[src/rtl/ccg_harness_pkg.sv]
// Shared types and constants for the characterisation harness:
// run-state encoding, default bus widths and the MISR step function.
package ccg_harness_pkg;

    localparam int DEF_RESP_W = 11;
    localparam int DEF_SIG_W = 16;
    localparam int MISR_MAX_W = 32;
    localparam logic [15:0] DEF_POLY = 16'h1021;

    typedef enum logic [1:0] {
        ST_IDLE,
        ST_RUN,
        ST_DONE
    } state_t;

    // One MISR step on a w-bit register held in the low bits of a wide word.
    function automatic logic [MISR_MAX_W-1:0] misr_next(
        input logic [MISR_MAX_W-1:0] sig,
        input logic [MISR_MAX_W-1:0] word,
        input logic [MISR_MAX_W-1:0] poly,
        input int unsigned w
    );
        logic [MISR_MAX_W-1:0] mask;
        logic [MISR_MAX_W-1:0] shifted;
        logic msb;
        mask = {MISR_MAX_W{1'b1}} >> (MISR_MAX_W - w);
        msb = |(sig & (MISR_MAX_W'(1) << (w - 1)));
        shifted = (sig << 1) & mask;
        if (msb) shifted = shifted ^ poly;
        return (shifted ^ word) & mask;
    endfunction

endpackage

[src/rtl/ccg_misr.sv]
// Signature register: loads SEED on a new run and folds in one
// response word per enabled cycle.
module ccg_misr
    import ccg_harness_pkg::*;
#(
    parameter int SIG_W = DEF_SIG_W,
    parameter int RESP_W = DEF_RESP_W,
    parameter logic [SIG_W-1:0] POLY = DEF_POLY,
    parameter logic [SIG_W-1:0] SEED = '0
) (
    input  logic              clk,
    input  logic              rst,
    input  logic              load,
    input  logic              en,
    input  logic [RESP_W-1:0] word,
    output logic [SIG_W-1:0]  sig,
    output logic [SIG_W-1:0]  sig_next
);

    assign sig_next = SIG_W'(misr_next(MISR_MAX_W'(sig), MISR_MAX_W'(word),
                                       MISR_MAX_W'(POLY), SIG_W));

    always_ff @(posedge clk or posedge rst) begin
        if (rst) begin
            sig <= SEED;
        end else if (load) begin
            sig <= SEED;
        end else if (en) begin
            sig <= sig_next;
        end
    end

endmodule

[src/rtl/ccg_response_misr.sv]
// Response compactor: run control, vector counter and golden compare
// around a single MISR instance.
module ccg_response_misr
    import ccg_harness_pkg::*;
#(
    parameter int RESP_W = DEF_RESP_W,
    parameter int SIG_W = DEF_SIG_W,
    parameter int CNT_W = 16,
    parameter logic [SIG_W-1:0] POLY = DEF_POLY,
    parameter logic [SIG_W-1:0] SEED = '0
) (
    input  logic              clk,
    input  logic              rst,
    input  logic              start,
    input  logic [CNT_W-1:0]  num_vec,
    input  logic [SIG_W-1:0]  golden,
    input  logic              resp_valid,
    input  logic [RESP_W-1:0] resp,
    output logic              resp_ready,
    output logic              busy,
    output logic              done,
    output logic              pass,
    output logic [SIG_W-1:0]  signature,
    output logic [CNT_W-1:0]  vec_count
);

    state_t state, state_nx;
    logic [CNT_W-1:0] num_q;
    logic [SIG_W-1:0] golden_q;
    logic [SIG_W-1:0] sig_next;
    logic start_ok;
    logic beat;
    logic last;

    assign start_ok = start && (state != ST_RUN);
    assign beat = (state == ST_RUN) && resp_valid;
    assign last = beat && ((vec_count + CNT_W'(1)) == num_q);

    assign resp_ready = (state == ST_RUN);
    assign busy = (state == ST_RUN);
    assign done = (state == ST_DONE);

    always_comb begin
        state_nx = state;
        unique case (state)
            ST_IDLE, ST_DONE: begin
                if (start) state_nx = (num_vec == '0) ? ST_DONE : ST_RUN;
            end
            ST_RUN: begin
                if (last) state_nx = ST_DONE;
            end
            default: state_nx = ST_IDLE;
        endcase
    end

    always_ff @(posedge clk or posedge rst) begin
        if (rst) begin
            state <= ST_IDLE;
            num_q <= '0;
            golden_q <= '0;
            vec_count <= '0;
            pass <= 1'b0;
        end else begin
            state <= state_nx;
            if (start_ok) begin
                num_q <= num_vec;
                golden_q <= golden;
                vec_count <= '0;
                pass <= (num_vec == '0) && (SEED == golden);
            end else if (beat) begin
                vec_count <= vec_count + CNT_W'(1);
                if (last) pass <= (sig_next == golden_q);
            end
        end
    end

    ccg_misr #(
        .SIG_W (SIG_W),
        .RESP_W(RESP_W),
        .POLY  (POLY),
        .SEED  (SEED)
    ) u_misr (
        .clk     (clk),
        .rst     (rst),
        .load    (start_ok),
        .en      (beat),
        .word    (resp),
        .sig     (signature),
        .sig_next(sig_next)
    );

endmodule
[config.mk]
export PLATFORM = sky130hd
export DESIGN_NAME = ccg_response_misr
export DESIGN_NICKNAME = d
export VERILOG_FILES = /design/src/rtl/ccg_harness_pkg.sv /design/src/rtl/ccg_misr.sv /design/src/rtl/ccg_response_misr.sv
export SDC_FILE = /design/constraint.sdc
export NUM_CORES = 1
export LEC_CHECK = 0
export CAP_MARGIN = 20
export CORE_UTILIZATION = 46
export DETAILED_ROUTE_END_ITERATION = 12
export PLACE_DENSITY_LB_ADDON = 0.15
export SLEW_MARGIN = 0
export SYNTH_ARGS = -nofsm -noshare
export SYNTH_HDL_FRONTEND = slang
export SYNTH_SLANG_ARGS = --single-unit
[constraint.sdc]
create_clock -name clk -period 2.3 [get_ports clk]
set_clock_uncertainty 0.05 [all_clocks]
set_input_delay 0.23 -clock clk [delete_from_list [all_inputs] [get_ports clk]]
set_output_delay 0.23 -clock clk [all_outputs]
set_load 0.005 [all_outputs]
# After elaboration in Yosys (flattened, before gate mapping)
# Cells that the tools add are included.
# totals
register_bits	67
input_bits	47
output_inout_bits	36
wordCells	40
# op_classes
n_addsub	1
eq_ne	7
n_mux	12
n_bitwise	2
n_reduce_logical	12
# op_table
op	count
16-bit 2-to-1 mux	4
16-bit equality test	2
16-bit logical NOT	2
16-bit by 1-bit adder with 16-bit output, second input constant	1
16-bit by 11-bit XOR with 16-bit output	1
13-bit 2-to-1 mux	1
2-bit 2-to-1 mux	3
1-bit logical AND	4
2-bit by 1-bit inequality test with 1-bit output, second input constant	2
2-bit one-hot mux with 2 select lines	1
2-bit AND reduction	2
2-bit nonzero test	2
1-bit 2-to-1 mux	3
3-bit NOT	1
2-bit by 1-bit equality test with 1-bit output, second input constant	1
2-bit equality test, second input constant	1
2-bit logical NOT	1
2-bit inequality test, second input constant	1
2-bit OR reduction	1

# Longest topological paths before layout
# logic_depth
depth_word	7
depth_mapped	9
depth_no_buf	8

# By module
# From an unflattened synthesis, not the netlist that was laid out.
# unflattened
cells_unflattened	408
area_unflattened_um2	3667.3
# modules_own_cells
mod	instances	cells_each	area_each_um2	seq_area_each_um2
ccg_response_misr	1	339	2867.8	1276.2
ccg_misr	1	69	799.5	400.4

# Least setup slack after synthesis
# No wires, ideal clock.
# synth_path
kind	register to register
start	reg vec_count[0]
end	reg pass
setup_ps	128
t_arrival_ps	2331
required_ps	2122
slack_ps	-208
stages_incl_launch_ff	9
n_path_buf	0
period_less_slack_ps	2508
cell_sequence	dfrtp_1 -> ha_1 -> nand4_4 -> or4_4 -> nand3b_1 -> and4bb_2 -> nand4_1 -> o31ai_2 -> mux2_1
# synth_via
elab_chain_cells	5
# synth_rtl
item	line_no	rtl
from (decl)	ccg_response_misr.sv:24	output logic [CNT_W-1:0] vec_count
from (signal assigned)	ccg_response_misr.sv:71	vec_count <= vec_count + CNT_W'(1);
16-bit by 1-bit adder with 16-bit output	ccg_response_misr.sv:37	assign last = beat && ((vec_count + CNT_W'(1)) == num_q);
16-bit equality test	ccg_response_misr.sv:37	
1-bit logical AND	ccg_response_misr.sv:37	
2-bit nonzero test (no line)	--	
2-bit AND reduction (no line)	--	
to (signal assigned)	ccg_response_misr.sv:69	pass <= (num_vec == '0) && (SEED == golden);
to (signal assigned)	ccg_response_misr.sv:72	if (last) pass <= (sig_next == golden_q);
to (decl)	ccg_response_misr.sv:22	output logic pass,
# Every way passes these cells.
# A chain may end at the register's enable or synchronous reset.

# Worst setup path in the final report
# layout_path
start	reg vec_count[1]
end	reg pass
# The elaborated chain is that of the path after synthesis.

==> Implementation_results.wiki <==
{| class="wikitable"
! Metric !! Value
|-
| Outcome || finished with violations
|-
| Failing checks || negative setup slack
|-
| Portion of the post-synthesis area used by sequential elements || 0.4598
|-
| Area growth from synthesis to final layout || 37.99%
|-
| Required arrival time at the worst endpoint || between 2 and 2.5 ns
|-
| Via total after detailed routing || 3,031
|-
| Number of iterations in the first detailed-routing pass || 4
|-
| Area of the core region || 7687 um2
|-
| Top flip-flop cell by instance count after synthesis || sky130_fd_sc_hd__dfrtp_1
|-
| Pin count of the biggest net entering global routing || roughly 70
|-
| Reg-to-reg slack, setup || -0.09 ns
|-
| Initial cell density of the core || 0.4743
|-
| Sort of element at the end of the critical path || flip-flop
|-
| Count of antenna diodes in the layout || 0
|-
| Detailed Route WL || around 9 mm
|-
| Global-route met3 utilization || 0.04439
|-
| Area of the die || roughly 8300 um2
|-
| Via count of the first global-routing pass || 3,095
|-
| First-pass GRT wire length || 15.16 mm
|-
| Data arrival time at the worst-slack endpoint || between 2 and 3 ns
|-
| Power dissipated by switching net loads || about 1.8 mW
|-
| Remaining max-slew budget at the tightest pin || 0.6890
|-
| DRC Markers || 0
|-
| Chip Height || 91.03 um
|-
| Most congested layer reported by global routing || met2
|-
| Library cell used as clock root buffer || sky130_fd_sc_hd__clkbuf_8
|-
| Worst skew pair latency || about 0.34 ns
|-
| Commonest non-fill, non-tap cell in the layout || sky130_fd_sc_hd__clkdlybuf4s50_1
|-
| Share of total power in the clock network || 0.179
|-
| Final Critical Period || about 2.4 ns
|-
| Count of nets left with antenna violations after detail routing || 0
|-
| Max Cap Viol || 0
|-
| Maximum fanout encountered on the critical timing path || 4
|-
| Routed wire length per instance || between 15 and 20 um
|-
| DR iter-0 viols || about 130
|-
| Antenna violations before repair || 0
|-
| Global Route met2 Usage || 0.3908
|-
| Number of buffers inserted by port buffering || 82
|-
| Fraction of layout instances using a drive strength above 1 || 0.2261
|-
| Syn avg cell area || around 11 um2
|-
| Tightest Pin Transition || 0.4623 ns
|-
| TritonCTS buffer count || 9
|-
| Number of placed instances with taps included || ~550
|-
| Static leakage power || between 2 and 2.5 nW
|-
| Leading cell types in the layout, fill and taps excluded || sky130_fd_sc_hd__clkdlybuf4s50_1 (82), sky130_fd_sc_hd__dfrtp_1 (64), sky130_fd_sc_hd__o21ai_0 (36)
|-
| Post-synthesis net count || 390
|-
| Crit path setup slack, layout || -0.09163 ns
|-
| Critical setup path kind || reg2reg
|-
| Global Route met1 Usage || 0.2972
|-
| Unrepaired setup endpoints after global routing || true
|-
| Clock Path Buffers || 2
|-
| Sum of negative setup slack || -0.09163 ns
|-
| Count of flip-flops with a built-in enable after synthesis || 0
|-
| Post-synthesis cell type count || between 50 and 60
|-
| Number of cell rows || 32
|-
| Final net count || 505
|-
| Clock tree from TritonCTS || done
|-
| HPWL after DPL || between 6 and 7 mm
|-
| Cell area after synthesis || about 3600 um2
|-
| Non-filler cells, final || around 560
|-
| Number of warning messages in the yosys log || 0
|-
| Achievable frequency || between 400 and 500 MHz
|-
| Critical Path Source Type || flip-flop
|-
| Clock H-tree levels || 3
|-
| Worst hold-check path type || in2async
|-
| Start of the worst register-to-register path || vec_count[1]
|-
| Switching fraction of total power || 0.3443
|-
| Final Hold Violating Endpoints || 0
|-
| Final setup violation count || 1
|-
| Clock sinks || 67
|-
| Flops & latches, synth || 67
|-
| Global-route total usage across every layer || 0.2360
|-
| Number of instances in the synthesized netlist || between 300 and 400
|-
| Vias per cell || between 5 and 6
|-
| Final number of max-transition violations || 0
|-
| Post-CTS clock slew at the launch and capture registers of the worst setup and hold paths || 0.07 ns
|-
| Weighted congestion at the end of routability-driven global placement || around 0.8
|-
| Areal power density over the cells || between 1000 and 1500 nW/um2
|-
| GR Overflow Total || 0
|-
| Combinational fraction of design power || 0.430
|-
| Share of the core filled with cells in the final layout || 0.6545
|-
| Count of hold buffers inserted by post-cts repair || 0
|-
| Post-synthesis async set-or-reset flop share || 1.000
|-
| Register share of total power || 0.391
|-
| Fraction of the cycle the final worst path needs || 1.040
|-
| Number of top-level pins || 83
|-
| Chip Width || ~90 um
|-
| P_int || 3.447 mW
|-
| Worst Reg2Reg Path Length in Cells || 8
|-
| End of the worst register-to-register path || pass
|-
| Maximum vdd drop || slightly below 600 uV
|}
## power groups by stage
| stage | Sequential [mW] | Combinational, mW | Clock [mW] |
|---|---|---|---|
| 5_1_grt | 2.10 | 2.47 | 1.01 |
| 2_1_floorplan | 1.99 | 1.37 | 0 |
| 4_1_cts | 2.05 | 2.29 | 0.960 |
| 3_5_place_dp | 2.07 | 2.27 | 0 |
| 3_3_place_gp | 2.05 | 2.23 | 0 |
| 6_report | 2.06 | 2.26 | 0.940 |
## what timing repair did
item	in CTS	in global routing
buffers inserted	0	0
setup endpoints to repair	2	3
gates resized for setup	4	3
## area by class of cell
type | count | area (um2)
clock buffers | 11 | 141.4
clock inverters | 3 | 40.04
fillers | 658 | 2656
inverters | 6 | 22.52
multi-input cells | 252 | 1861
flip-flops and latches | 67 | 1680
well taps | 102 | 127.6
repair buffers | 121 | 1159
## sequential cells by signal, indices dropped and copies added (netlist names)
name        flops
golden_q       16
num_q          16
u_misr.sig     16
vec_count      16
state           2
pass            1
## logic make-up after synthesis
group | Yosys count | synth area share
fa+ha+maj | 1 | 0.003431
compound gates | 68 | 0.1150
buf+inv | 23 | 0.03775
mux | 36 | 0.1105
simple gates | 99 | 0.1582
xor+xnor | 48 | 0.1153
flops | 67 | 0.4598
## per-layer routing
layer,wire length (um),vias up
li1,-,1450
met1,3866,1472
met2,4470,88
met3,413,21
met4,263,0
met5,0,-
## per-stage QoR
step | setup WS (ns) | hold WS (ns) | total power [mW] | area (um2)
2_1_floorplan | -0.07633 | 0.3304 | 3.366 | 3660
3_3_place_gp | -0.1210 | 0.4429 | 4.283 | 4827
3_5_place_dp | -0.1874 | 0.4284 | 4.343 | 4827
4_1_cts | -0.1205 | 0.2269 | 5.302 | 5027
5_1_grt | -0.2338 | 0.2669 | 5.585 | 5031
6_report | -0.09163 | 0.2296 | 5.257 | 5031
## worst max-delay path: stages, from the launching register on
cell and delay, ns:
sky130_fd_sc_hd__dfrtp_1 0.38, sky130_fd_sc_hd__ha_4 0.16, sky130_fd_sc_hd__nand4_4 0.15, sky130_fd_sc_hd__or4_4 0.53, sky130_fd_sc_hd__nand3b_1 0.10, sky130_fd_sc_hd__and4bb_2 0.22
sky130_fd_sc_hd__nand4_1 0.12, sky130_fd_sc_hd__o31ai_2 0.24, sky130_fd_sc_hd__mux2_1 0.34
## cells in the mapped netlist, types with 6 or more instances
cell type,instances,area share
sky130_fd_sc_hd__clkbuf_1,8,0.0082
sky130_fd_sc_hd__mux2_2,33,0.10
sky130_fd_sc_hd__inv_1,6,0.0062
sky130_fd_sc_hd__nand2_1,32,0.033
sky130_fd_sc_hd__a21oi_1,6,0.0082
sky130_fd_sc_hd__xor2_1,15,0.036
sky130_fd_sc_hd__xnor2_1,33,0.079
sky130_fd_sc_hd__nor4_1,9,0.015
sky130_fd_sc_hd__nor3_1,6,0.0082
sky130_fd_sc_hd__nor2_1,15,0.015
sky130_fd_sc_hd__dfrtp_1,67,0.46
sky130_fd_sc_hd__nand3_1,7,0.0096
sky130_fd_sc_hd__nand4_1,7,0.012
sky130_fd_sc_hd__o21ai_0,36,0.049
## how the worst max path moves through the flow
| stage | from | to | slack (ns) | cells past startpoint |
|---|---|---|---|---|
| 3_5_place_dp | vec_count[1] | pass | -0.19 | 10 |
| 3_3_place_gp | vec_count[0] | pass | -0.12 | 10 |
| 2_1_floorplan | vec_count[1] | pass | -0.08 | 8 |
| 5_1_grt | vec_count[1] | pass | -0.23 | 8 |
| 6_report | vec_count[1] | pass | -0.09 | 8 |
| 4_1_cts | vec_count[1] | pass | -0.12 | 10 |
Power figures use the tool's default switching activity.
